[src/rtl/spi_pkg.sv]
// Shared definitions for the CPHA=0 SPI master: FSM state encoding and
// the default SPI half-period length in system clock cycles.
package spi_pkg;

  // Default SPI half-period, in clk cycles (legal range 2..255).
  localparam int HALF_DIV_DEFAULT = 4;

  typedef enum logic [2:0] {
    ST_IDLE  = 3'd0,
    ST_LEAD  = 3'd1,
    ST_HIGH  = 3'd2,
    ST_LOW   = 3'd3,
    ST_TRAIL = 3'd4
  } spi_state_e;

endpackage

[src/rtl/spi_tick_gen.sv]
// Half-period timer for the SPI master. Counts 0..HALF_DIV-1 while enabled
// and flags the last count, which is where every FSM phase change happens.
// When disabled the count is parked at 0 so each transfer starts aligned.
module spi_tick_gen
  import spi_pkg::*;
#(
  parameter int HALF_DIV = HALF_DIV_DEFAULT
) (
  input  logic clk,
  input  logic rst,
  input  logic en,
  output logic tick
);

  localparam logic [7:0] LastCount = 8'(HALF_DIV - 1);

  logic [7:0] cnt_q;
  logic [7:0] cnt_d;

  // Next count: wrap on the last count, park at zero whenever disabled.
  always_comb begin
    cnt_d = cnt_q;
    if (!en || (cnt_q == LastCount)) begin
      cnt_d = 8'd0;
    end else begin
      cnt_d = cnt_q + 8'd1;
    end
  end

  // Counter register with asynchronous clear.
  always_ff @(posedge clk or posedge rst) begin
    if (rst) begin
      cnt_q <= 8'd0;
    end else begin
      cnt_q <= cnt_d;
    end
  end

  assign tick = en && (cnt_q == LastCount);

endmodule

[src/rtl/spi_master_cpha0.sv]
// Single-byte SPI master, mode 0 (CPOL=0, CPHA=0), MSB first.
// Every phase lasts one half-period. The first bit is presented as ssel
// falls, miso is sampled on each sck rise and mosi advances on each sck
// fall. TRAIL lasts two half-periods (the last sck low phase plus one
// half-period of ssel hold), so ssel stays low for 18*HALF_DIV cycles.
module spi_master_cpha0
  import spi_pkg::*;
#(
  parameter int HALF_DIV = HALF_DIV_DEFAULT
) (
  input  logic       clk,
  input  logic       rst,
  input  logic       start,
  input  logic [7:0] tx_data,
  output logic       busy,
  output logic       done,
  output logic [7:0] rx_data,
  output logic       sck,
  output logic       mosi,
  input  logic       miso,
  output logic       ssel
);

  spi_state_e state_q, state_d;
  logic [2:0] bit_cnt_q, bit_cnt_d;
  logic [7:0] tx_sh_q, tx_sh_d;
  logic [7:0] rx_sh_q, rx_sh_d;
  logic [7:0] rx_data_q, rx_data_d;
  logic       sck_q, sck_d;
  logic       ssel_q, ssel_d;
  logic       mosi_q, mosi_d;
  logic       done_q, done_d;
  logic       trail_half_q, trail_half_d;
  logic       tick;

  assign busy = (state_q != ST_IDLE);

  spi_tick_gen #(
    .HALF_DIV(HALF_DIV)
  ) u_tick_gen (
    .clk (clk),
    .rst (rst),
    .en  (busy),
    .tick(tick)
  );

  // Next-state and registered-output logic; every change waits for a tick
  // except the start of a transfer, which is taken immediately from IDLE.
  always_comb begin
    state_d      = state_q;
    bit_cnt_d    = bit_cnt_q;
    tx_sh_d      = tx_sh_q;
    rx_sh_d      = rx_sh_q;
    rx_data_d    = rx_data_q;
    sck_d        = sck_q;
    ssel_d       = ssel_q;
    mosi_d       = mosi_q;
    trail_half_d = trail_half_q;
    done_d       = 1'b0;
    case (state_q)
      ST_IDLE: begin
        sck_d  = 1'b0;
        ssel_d = 1'b1;
        mosi_d = 1'b0;
        if (start) begin
          tx_sh_d      = tx_data;
          rx_sh_d      = 8'h00;
          ssel_d       = 1'b0;
          mosi_d       = tx_data[7];
          bit_cnt_d    = 3'd0;
          trail_half_d = 1'b0;
          state_d      = ST_LEAD;
        end
      end
      ST_LEAD, ST_LOW: begin
        if (tick) begin
          sck_d   = 1'b1;
          rx_sh_d = {rx_sh_q[6:0], miso};
          state_d = ST_HIGH;
        end
      end
      ST_HIGH: begin
        if (tick) begin
          sck_d = 1'b0;
          if (bit_cnt_q == 3'd7) begin
            state_d = ST_TRAIL;
          end else begin
            bit_cnt_d = bit_cnt_q + 3'd1;
            tx_sh_d   = {tx_sh_q[6:0], 1'b0};
            mosi_d    = tx_sh_q[6];
            state_d   = ST_LOW;
          end
        end
      end
      ST_TRAIL: begin
        if (tick) begin
          if (!trail_half_q) begin
            trail_half_d = 1'b1;
          end else begin
            trail_half_d = 1'b0;
            ssel_d       = 1'b1;
            mosi_d       = 1'b0;
            rx_data_d    = rx_sh_q;
            done_d       = 1'b1;
            state_d      = ST_IDLE;
          end
        end
      end
      default: begin
        state_d = ST_IDLE;
      end
    endcase
  end

  // State and output registers; reset aborts any transfer immediately.
  always_ff @(posedge clk or posedge rst) begin
    if (rst) begin
      state_q      <= ST_IDLE;
      bit_cnt_q    <= 3'd0;
      tx_sh_q      <= 8'h00;
      rx_sh_q      <= 8'h00;
      rx_data_q    <= 8'h00;
      sck_q        <= 1'b0;
      ssel_q       <= 1'b1;
      mosi_q       <= 1'b0;
      done_q       <= 1'b0;
      trail_half_q <= 1'b0;
    end else begin
      state_q      <= state_d;
      bit_cnt_q    <= bit_cnt_d;
      tx_sh_q      <= tx_sh_d;
      rx_sh_q      <= rx_sh_d;
      rx_data_q    <= rx_data_d;
      sck_q        <= sck_d;
      ssel_q       <= ssel_d;
      mosi_q       <= mosi_d;
      done_q       <= done_d;
      trail_half_q <= trail_half_d;
    end
  end

  assign done    = done_q;
  assign rx_data = rx_data_q;
  assign sck     = sck_q;
  assign mosi    = mosi_q;
  assign ssel    = ssel_q;

endmodule

[config.mk]
export PLATFORM = sky130hd
export DESIGN_NAME = spi_master_cpha0
export DESIGN_NICKNAME = d
export VERILOG_FILES = /design/src/rtl/spi_pkg.sv /design/src/rtl/spi_tick_gen.sv /design/src/rtl/spi_master_cpha0.sv
export SDC_FILE = /design/constraint.sdc
export NUM_CORES = 1
export LEC_CHECK = 0
export ABC_AREA = 1
export ABC_CLOCK_PERIOD_IN_PS = 3000
export CELL_PAD_IN_SITES_DETAIL_PLACEMENT = 1
export CELL_PAD_IN_SITES_GLOBAL_PLACEMENT = 1
export CORE_MARGIN = 2
export CORE_UTILIZATION = 45
export CTS_CLUSTER_DIAMETER = 150
export DETAILED_ROUTE_END_ITERATION = 12
export PLACE_DENSITY_LB_ADDON = 0.1
export SYNTH_ARGS = -nofsm -noshare
export SYNTH_HDL_FRONTEND = slang
export SYNTH_SLANG_ARGS = --single-unit
[constraint.sdc]
create_clock -name clk -period 3 [get_ports clk]
set_clock_uncertainty 0.1 [all_clocks]
set_input_delay 0.6 -clock clk [delete_from_list [all_inputs] [get_ports clk]]
set_output_delay 0.6 -clock clk [all_outputs]
set_load 0.005 [all_outputs]
# After elaboration in Yosys (flattened, before gate mapping)
# Index checks and enable logic that the tools add are counted.
# classes
addsub	2
mul	0
div_mod_pow	0
magnitude_cmp	0
n_eq_ne	12
n_shift	0
muxes	39
bitwise	0
reduce_logical	19
# op_table
cell	n
$mux W3	9
$mux W8	3
$mux W7	3
$mux W1	16
$pmux W8 S2	1
$reduce_and A3 Y1	5
$pmux W7 S2	1
$ne A2 B2 Y1 const B	6
$pmux W3 S4	1
$reduce_and A5 Y1	2
$reduce_bool A3 Y1	3
$add A8 B1 Y8 const B	1
$eq A8 B2 Y1 const B	1
$eq A3 B2 Y1 const B	2
$eq A3 B3 Y1 const B	2
$pmux W1 S3	2
$pmux W3 S2	1
$reduce_bool A2 Y1	3
$pmux W1 S2	2
$reduce_and A4 Y1	1
$add A3 B1 Y3 const B	1
$eq A3 B1 Y1 const B	1
$logic_not A3 Y1	1
$reduce_or A2 Y1	1
other kinds (3)	3
# totals
reg_bits	42
latch_bits	0
ramBits	0
mem_bits_ro	0
in_bits	12
out_inout_bits	13
wordCells	83
mem_count	0

# Logic depth before layout (Yosys ltp)
# Gate-level depths: netlist of run 1.
# logic_depth
word_depth	4
ltp_mapped	9
ltp_nobuf	9

# Cells and area by module
# From an unflattened synthesis of run 1, not the netlist that was laid out.
# unflattened
cells_unflattened	262
hier_area_um2	2137.0
# modules_own_cells
mod	instances	cells_each	area_each_um2	seq_area_each_um2
spi_master_cpha0	1	205	1707.9	852.1
spi_tick_gen	1	57	429.2	200.2

# Least setup slack after synthesis of run 1
# Ideal clock, no wire load.
# synth_timing
path_kind	register -> register
from	register u_tick_gen.cnt_q[0]
to	register rx_data_q[2] (netlist: rx_data[2])
setup_ns	0.117
arrival_time_ns	1.317
path_slack_ns	1.465
stages_incl_launch_ff	10
path_buffers	1
synth_period_minus_slack_ns	1.535
path_cell_list	dfrtp_1 ha_1 nand2_1 nor2_2 nand2_4 inv_4 nand3_4 buf_6 nand2_1 o21ai_2
# synth_between
elab_chain_cells	3
# synth_lines
element	line_no	text
start, declared	spi_tick_gen.sv:17	logic [7:0] cnt_q;
start signal, assigned	spi_tick_gen.sv:35	cnt_q <= cnt_d;
$eq A8 B2 Y1	spi_tick_gen.sv:39	assign tick = en && (cnt_q == LastCount);
$logic_and A1 B1 Y1	spi_tick_gen.sv:39	
$reduce_and A3 Y1 (no line)	n/a	
end signal, assigned	spi_master_cpha0.sv:133	rx_data_q <= rx_data_d;
end, declared	spi_master_cpha0.sv:28	logic [7:0] rx_data_q, rx_data_d;
# Every way passes these cells.
# A chain may end at the register's enable or synchronous reset.

# Final worst setup path of run 1
# layout_timing
from	register state_q[0]
to	output port busy
# layout_between
elab_chain_cells	1
# layout_lines
element	line_no	text
start, declared	spi_master_cpha0.sv:24	spi_state_e state_q, state_d;
start signal, assigned	spi_master_cpha0.sv:129	state_q <= state_d;
$reduce_bool A3 Y1	spi_master_cpha0.sv:36	assign busy = (state_q != ST_IDLE);
end, declared	spi_master_cpha0.sv:15	output logic busy,
# Every way passes these cells.

==> flow_summary.ini, run 1 <==
[timing]
finalSetupViolations = 0
worst_slew_pin_slew_ns = 0.543
finalCriticalPeriod_ns = 2.29
min_period_over_period_pct = 76.3
worst_slew_margin_rel_pct = 63.8
max_freq_ghz = 0.437
finalMaxSlewViolations = 0
worst_slack_ns = 0.710
rsz0062_at_grt = false
fin_tns_setup_ns = 0
finalHoldViolCount = 0

[grt]
grt_overflow_total = 0
antenna_found_initial = 0
grt_max_degree = 43
grt_usage_pct = 19.7
grt_pass1_wl_microns = 7890
grt_pass1_vias = 1701

[power_and_ir_drop]
p_leak_nw = 1.19
powerDensity_mw_per_mm2 = 436
p_total_mw = 1.08
max-vdd-ir-drop_uv = 391

[logic_synthesis]
synth-simple-area-share_pct = 32.1
yosys_warnings = 0
synth_edf_count = 0
synth.avg_cell_area_sq_um = 8.91
synth_top_family_by_area = simple AND/OR/NAND/NOR gates
synth-compound-area-share_pct = 8.52
synth.area.top_cells = dfrtp_1 49%, nand2_1 13%, nand3_1 6.0%
async_flop_share_pct = 100
synth_top_area_share_pct = 49.2
muxShareOfSynthArea_pct = 0
syn_inst = 234
ys_ff_latch = 42
netlist_area_sq_mm = 0.00209
synth_area_leader_cell = dfrtp_1
yosys.cell_types.count = 31
synth_nets = 249
synthXorXnorAreaFrac_pct = 0.420
synth-adder-area-share_pct = 1.80
ys_seq_area_share_pct = 50.4
synth-main-ff-cell = dfrtp_1

[route]
routed_wl_microns = 4310
antenna_left = 0
vias = 1630
drtIter0Drc = 63
firstDrtPassIters = 4
viasPerCell = 5.17
wl_per_cell_microns = 13.7
drc_errors = 0

[cts]
cts_made_buffers = 5
ctsHoldBuffers = 0
path_clk_slew_ns = 0.08
tritoncts = done
root_buffer = clkbuf_8
clkLatencyLatePin_ns = 0.31
cts_max_path_buffers = 2
cts.sinks = 42
post_cts_buffers = 0
cts_resized = 0
cts_max_level = 2

[die]
fp-row-count = 24
die-area_sq_mm = 0.00520
core_sq_mm = 0.00441
ios = 25
die_h_microns = 72.1
die_w_microns = 72.1
start_util_pct = 47.3

[placed_design]
dp.final_hpwl_microns = 2990
place_congestion = 0.783
place_worst_setup_slack_ns = 1.00
io_buffers = 24

[critical_path]
startpoint_type = flop
endpoint_kind = primary output
crit_arrival_ns = 1.59
rr_worst_depth = 8
reg2reg_from = u_tick_gen.cnt_q[0]$_DFF_PP0_
crit_type = flop to primary output
r2r_end = rx_data[0]$_DFFE_PP0P_
critPathRequiredTime_ns = 2.30
r2r_setup_slack_ns = 1.27
critical_path_peak_fanout = 8

[layout]
layout_commonest_cell = nand2_1
area_delta_synth_final_pct = 18.2
drive_above_1_share_pct = 14.8
nets = 277
final_cell_mix = 74 x nand2_1, 41 x dfrtp_1, 25 x nand3_1
diodes = 0

[run_status]
status = finished, final reports clean

[worst_hold_path]
min_path_cells = 2
holdCritStartpoint = ssel$_DFFE_PP1P_
hold_end = ssel$_DFFE_PP1P_
hp-class = flop to flop

[run]
cap_violations = 0
==> Yosys cell counts (2+ instances only) <==
master and number:
a21oi_1 5, nand2_2 2, nand2_4 5, nor3_1 2, nand3_1 25, o21ai_2 9
inv_2 3, o21ai_1 7, o21ai_0 3, dfrtp_1 41, nand4_1 4, buf_6 3
nand2_1 74, nor2_1 11, ha_1 3, nor2_4 2, nand3_4 2, inv_1 20
==> worst max-delay path by stage <==
stage                                    end  depth (start not counted)              startpoint
finish                                  busy                          3  state_q[0]$_DFFE_PP0P_
global route                            busy                          3  state_q[0]$_DFFE_PP0P_
CTS                                     busy                          3  state_q[0]$_DFFE_PP0P_
detailed placement  bit_cnt_q[0]$_DFFE_PP0P_                          6                   start
global placement    bit_cnt_q[0]$_DFFE_PP0P_                          6                   start
floorplan           bit_cnt_q[0]$_DFFE_PP0P_                          1                     rst
==> area by class of cell <==
cell class              count  area, sq um
repair buffers             25          248
clock buffers               5         68.8
flip-flops and latches     42         1050
well taps                  52         65.1
clock inverters             3         45.0
multi-input cells         164          893
fillers                   538         1950
inverters                  24         92.6
==> logic make-up after synthesis <==
| family | after synthesis |
|---|---|
| simple gates | 134 |
| flops | 42 |
| compound gates | 26 |
| buf+inv | 28 |
| fa+ha+maj | 3 |
| xor+xnor | 1 |
==> flip-flops by register name, indices dropped and copies added, names as in the netlist <==
register	cells
bit_cnt_q	3
done	1
mosi	1
rx_data	8
rx_sh_q	8
sck	1
ssel	1
state_q	3
trail_half_q	1
tx_sh_q	7
u_tick_gen.cnt_q	8
==> per-stage QoR <==
step                area [sq um]  hold WS [ns]  utilization, %  std cells
floorplan                   2090         0.342               -        234
global placement            2350         0.357            53.3        307
detailed placement          2350         0.365            53.3        307
CTS                         2460         0.386            55.8        315
global route                2460         0.407            55.8        315
finish                      2460         0.380            55.8        315
==> metal layers <==
layer | part of all wire, % | wire, microns | GRT usage, % | vias to the layer above
li1 | - | - | - | 809
met1 | 45 | 1930 | 25.1 | 789
met2 | 50 | 2160 | 32.4 | 25
met3 | 3.6 | 156 | 5.14 | 7
met4 | 1.7 | 72 | 7.34 | 0
met5 | 0 | 0 | 0 | -
==> critical path, cell delays in order, from the launching register on <==
cell and delay, ns:
dfrtp_1 0.45, nor2_4 0.24, nand2_1 0.13, clkdlybuf4s50_1 0.46
==> power by group <==
group	switching (mW)	total [mW]	internal (mW)
clock network	0.216	0.464	0.248
registers	0.00233	0.572	0.570
logic	0.0210	0.0396	0.0186
Note: power is estimated with default switching activity, not from simulation.
==> run 2, diff against run 1 <==
--- a/config.mk
+++ b/config.mk
@@ -6,11 +6,11 @@
 export NUM_CORES = 1
 export LEC_CHECK = 0
 export ABC_AREA = 1
-export ABC_CLOCK_PERIOD_IN_PS = 3000
+export ABC_CLOCK_PERIOD_IN_PS = 2400
 export CELL_PAD_IN_SITES_DETAIL_PLACEMENT = 1
 export CELL_PAD_IN_SITES_GLOBAL_PLACEMENT = 1
 export CORE_MARGIN = 2
-export CORE_UTILIZATION = 45
+export CORE_UTILIZATION = 42
 export CTS_CLUSTER_DIAMETER = 150
 export DETAILED_ROUTE_END_ITERATION = 12
 export PLACE_DENSITY_LB_ADDON = 0.1
==> constraint.sdc (replaced) <==
create_clock -name clk -period 2.4 [get_ports clk]
set_clock_uncertainty 0.1 [all_clocks]
set_input_delay 0.48 -clock clk [delete_from_list [all_inputs] [get_ports clk]]
set_output_delay 0.48 -clock clk [all_outputs]
set_load 0.005 [all_outputs]
==> flow_summary.ini, run 2 (same netlist as run 1, synthesis figures left out) <==
[power_and_ir_drop]
p_int_mw = 1.05
p_leak_nw = 1.19
clkPwrFrac_pct = 41.7
switching_share_pct = 20.3
seq_power_share_pct = 54.5
combPwrFrac_pct = 3.8
power_switching_mw = 0.266
p_total_mw = 1.31
powerDensity_mw_per_mm2 = 530
max-vdd-ir-drop_uv = 377

[timing]
min_period_over_period_pct = 90.1
rsz0062_at_grt = false
finalSetupViolations = 0
worst_slew_pin_slew_ns = 0.534
finalHoldViolCount = 0
max_freq_ghz = 0.462
finalCriticalPeriod_ns = 2.16
worst_slew_margin_rel_pct = 64.4
fin_tns_setup_ns = 0
finalMaxSlewViolations = 0

[layout]
nets = 277
design_area_sq_mm = 0.00248
drive_above_1_share_pct = 14.1
layout_commonest_cell = nand2_1
finalNonFillerCells = 330
area_delta_synth_final_pct = 18.7
diodes = 0
final_cell_mix = 74 x nand2_1, 41 x dfrtp_1, 25 x nand3_1
utilization_pct = 52.1

[critical_path]
crit_type = flop to primary output
r2r_end = rx_data[7]$_DFFE_PP0P_
crit_arrival_ns = 1.58
path_buf_inv = 2
cp_top_family = buffers and inverters
endpoint_kind = primary output
critical_path_peak_fanout = 7
critPathRequiredTime_ns = 1.82
rr_worst_depth = 9
critPathCapture = busy
r2r_setup_slack_ns = 0.67
critPathSlowestCell = dfrtp_1
reg2reg_from = u_tick_gen.cnt_q[0]$_DFF_PP0_
cp.depth = 3
startpoint = state_q[2]$_DFFE_PP0P_
startpoint_type = flop
slowest_delay_ns = 0.54
crit_chain = inv_2 > nand2_1 > clkdlybuf4s50_1

[placed_design]
place_congestion = 0.782
io_buffers = 24
dp.final_hpwl_microns = 3170
placed_cell_area_sq_mm = 0.00237
dp.cells = 322

[route]
viasPerCell = 4.92
wl_per_cell_microns = 13.1
antenna_left = 0
drc_errors = 0
vias = 1622
firstDrtPassIters = 4
routed_wl_microns = 4330
drtIter0Drc = 49

[die]
core_sq_mm = 0.00475
die-area_sq_mm = 0.00555
start_util_pct = 43.9
die_w_microns = 74.5
fp-row-count = 25
die_h_microns = 74.5
ios = 25

[grt]
grt_pass1_wl_microns = 7650
grt_max_degree = 43
grt_usage_pct = 18.2
antenna_found_initial = 0
grt_pass1_vias = 1722
grt_overflow_total = 0

[cts]
cts.sinks = 42
cts_max_path_buffers = 2
cts_made_buffers = 5
root_buffer = clkbuf_8
ctsHoldBuffers = 0
tritoncts = done
cts_resized = 0
clkLatencyLatePin_ns = 0.29
path_clk_slew_ns = 0.08
post_cts_buffers = 0
cts_max_level = 2

[run_status]
status = finished, final reports clean

[worst_hold_path]
hp-class = flop to flop

[run]
cap_violations = 0
run 2: through the flow:
stage | setup WS, ns | hold slack [ns]
floorplan | 0.847 | 0.342
CTS | 0.201 | 0.384
global route | 0.130 | 0.407
detailed placement | 0.508 | 0.365
global placement | 0.550 | 0.358
finish | 0.238 | 0.378
run 2: per-layer routing:
layer	GRT usage (%)	routed length, microns
met3	4.47	118
met5	0	0
met4	5.56	44
met1	20.4	1900
met2	33.7	2270
run 2: power groups by stage:
stage	clock network [mW]	registers (mW)	logic, mW
after global routing	0.590	0.716	0.0581
after detailed placement	0	0.729	0.0518
after floorplan	0	0.728	0.0241
after CTS	0.571	0.715	0.0519
final	0.548	0.715	0.0498
after global placement	0	0.729	0.0515
run 2: worst reg2reg max path, cell delays in order, from the launching register on:
cell and delay (ns):
dfrtp_1 0.40, ha_1 0.23, nand2_1 0.08, nor2_2 0.14, nand2_4 0.12, inv_4 0.12
nand3_4 0.20, inv_1 0.15, nand2_1 0.07, nand2_1 0.05
run 2: final cells by class:
class | instances | area [sq um]
clock buffer | 7 | 76.3
clock inverter | 1 | 30.0
fill | 583 | 2280
inverter | 24 | 92.6
multi-input combinational | 164 | 893
sequential | 42 | 1050
tap | 67 | 83.8
timing repair buffer | 25 | 248
run 2: worst min-delay path by stage:
stage	start	endpoint	slack (ns)	cells after the start
floorplan	tx_sh_q[0]$_DFFE_PP0P_	tx_sh_q[0]$_DFFE_PP0P_	0.34	2
global placement	tx_sh_q[1]$_DFFE_PP0P_	tx_sh_q[1]$_DFFE_PP0P_	0.36	2
detailed placement	tx_sh_q[2]$_DFFE_PP0P_	tx_sh_q[2]$_DFFE_PP0P_	0.37	2
CTS	ssel$_DFFE_PP1P_	ssel$_DFFE_PP1P_	0.38	2
global route	ssel$_DFFE_PP1P_	ssel$_DFFE_PP1P_	0.41	2
finish	ssel$_DFFE_PP1P_	ssel$_DFFE_PP1P_	0.38	2
==> run 3, diff against run 2 <==
--- a/config.mk
+++ b/config.mk
@@ -12,8 +12,11 @@
 export CORE_MARGIN = 2
 export CORE_UTILIZATION = 42
 export CTS_CLUSTER_DIAMETER = 150
+export CTS_CLUSTER_SIZE = 12
 export DETAILED_ROUTE_END_ITERATION = 12
+export HOLD_SLACK_MARGIN = 0.12
 export PLACE_DENSITY_LB_ADDON = 0.1
+export RECOVER_POWER = 100
 export SYNTH_ARGS = -nofsm -noshare
 export SYNTH_HDL_FRONTEND = slang
 export SYNTH_SLANG_ARGS = --single-unit
==> flow_summary.ini, run 3 (same netlist as run 1, synthesis figures left out) <==
[run_status]
status = finished, final reports clean

[placed_design]
placed_cell_area_sq_mm = 0.00237
dp.final_hpwl_microns = 3170
place_worst_setup_slack_ns = 0.508
io_buffers = 24
place_congestion = 0.782
dp.cells = 322

[cts]
tritoncts = done
ctsHoldBuffers = 0
cts.sinks = 42
path_clk_slew_ns = 0.08
cts_max_path_buffers = 2
cts_resized = 0
post_cts_buffers = 0
cts_max_level = 2
clkLatencyLatePin_ns = 0.29
cts_made_buffers = 5
root_buffer = clkbuf_8

[route]
routed_wl_microns = 4370
drc_errors = 0
drtIter0Drc = 38
wl_per_cell_microns = 13.2
antenna_left = 0
viasPerCell = 4.91
firstDrtPassIters = 4
vias = 1621

[timing]
max_freq_ghz = 0.463
finalHoldViolCount = 0
worst_slack_ns = 0.239
finalMaxSlewViolations = 0
fin_tns_setup_ns = 0
finalCriticalPeriod_ns = 2.16
rsz0062_at_grt = false
min_period_over_period_pct = 90.1
worst_slew_pin_slew_ns = 1.03
finalSetupViolations = 0
worst_slew_margin_rel_pct = 31.4

[critical_path]
reg2reg_from = u_tick_gen.cnt_q[0]$_DFF_PP0_
crit_chain = inv_2 > nand2_1 > clkdlybuf4s50_1
r2r_end = rx_sh_q[3]$_DFFE_PP0P_
slowest_delay_ns = 0.54
rr_worst_depth = 8
startpoint_type = flop
crit_type = flop to primary output
critPathCapture = busy
endpoint_kind = primary output
crit_arrival_ns = 1.58
critPathSlowestCell = dfrtp_1
r2r_setup_slack_ns = 0.44
startpoint = state_q[2]$_DFFE_PP0P_
critical_path_peak_fanout = 7
critPathRequiredTime_ns = 1.82

[die]
ios = 25
core_sq_mm = 0.00475
die_h_microns = 74.5
start_util_pct = 43.9
fp-row-count = 25
die-area_sq_mm = 0.00555
die_w_microns = 74.5

[power_and_ir_drop]
max-vdd-ir-drop_uv = 376
p_total_mw = 1.31
powerDensity_mw_per_mm2 = 546
p_leak_nw = 1.21

[layout]
finalNonFillerCells = 330
area_delta_synth_final_pct = 15.0
drive_above_1_share_pct = 9.13
layout_commonest_cell = nand2_1
design_area_sq_mm = 0.00240
final_cell_mix = 77 x nand2_1, 41 x dfrtp_1, 25 x nand3_1
diodes = 0
nets = 277

[grt]
grt_overflow_total = 0
grt_pass1_wl_microns = 7650
grt_usage_pct = 18.2
grt_max_degree = 43
grt_pass1_vias = 1722
antenna_found_initial = 0

[worst_hold_path]
hp-class = flop to flop
holdCritStartpoint = ssel$_DFFE_PP1P_

[run]
cap_violations = 0
[run 3: changes by cell type in the layout (fill, tap and decap cells not counted), sizes merged]
cell           delta
clkbuf            +1
buf               -1
dlygate4sd3      +13
clkdlybuf4s50    -13
[run 3: final cells by class]
cell class / count / area [sq um]
clock buffers: 7 / 76.3
repair buffers: 25 / 245
well taps: 67 / 83.8
flip-flops and latches: 42 / 1050
fillers: 596 / 2360
clock inverters: 1 / 30.0
inverters: 24 / 92.6
multi-input cells: 164 / 818
[run 3: per-layer routing]
| metal | vias up | part of all wire [%] | wire length, microns | GRT usage (%) |
|---|---|---|---|---|
| met4 | 0 | 0.94 | 41 | 5.56 |
| met5 | - | 0 | 0 | 0 |
| li1 | 807 | - | - | - |
| met3 | 4 | 2.7 | 120 | 4.47 |
| met2 | 27 | 52 | 2270 | 33.7 |
| met1 | 783 | 44 | 1930 | 20.4 |
[run 3: worst min path at each step]
stage	slack, ns	cells past startpoint	endpoint
CTS	0.38	2	ssel$_DFFE_PP1P_
global placement	0.36	2	tx_sh_q[1]$_DFFE_PP0P_
floorplan	0.34	2	tx_sh_q[0]$_DFFE_PP0P_
global route	0.41	2	rx_data[7]$_DFFE_PP0P_
finish	0.38	2	ssel$_DFFE_PP1P_
detailed placement	0.37	2	tx_sh_q[2]$_DFFE_PP0P_
[run 3: through the flow]
stage	hold slack, ns	utilization, %
6_report	0.377	50.4
3_5_place_dp	0.365	49.8
4_1_cts	0.384	52.1
5_1_grt	0.406	50.4
3_3_place_gp	0.358	49.8
2_1_floorplan	0.342	-
[run 3: report_power, final]
| group | leakage (nW) | switching (mW) | internal, mW |
|---|---|---|---|
| logic | 0.618 | 0.0249 | 0.0221 |
| registers | 0.539 | 0.00288 | 0.712 |
| clock network | 0.0524 | 0.236 | 0.311 |
| total | 1.21 | 0.263 | 1.05 |
[run 3: worst max-delay path: cells and delay by family, from the launching register on]
kind / cells / cell delay, ns
simple gates: 1 / 0.13
flops: 1 / 0.54
buf+inv: 2 / 0.62
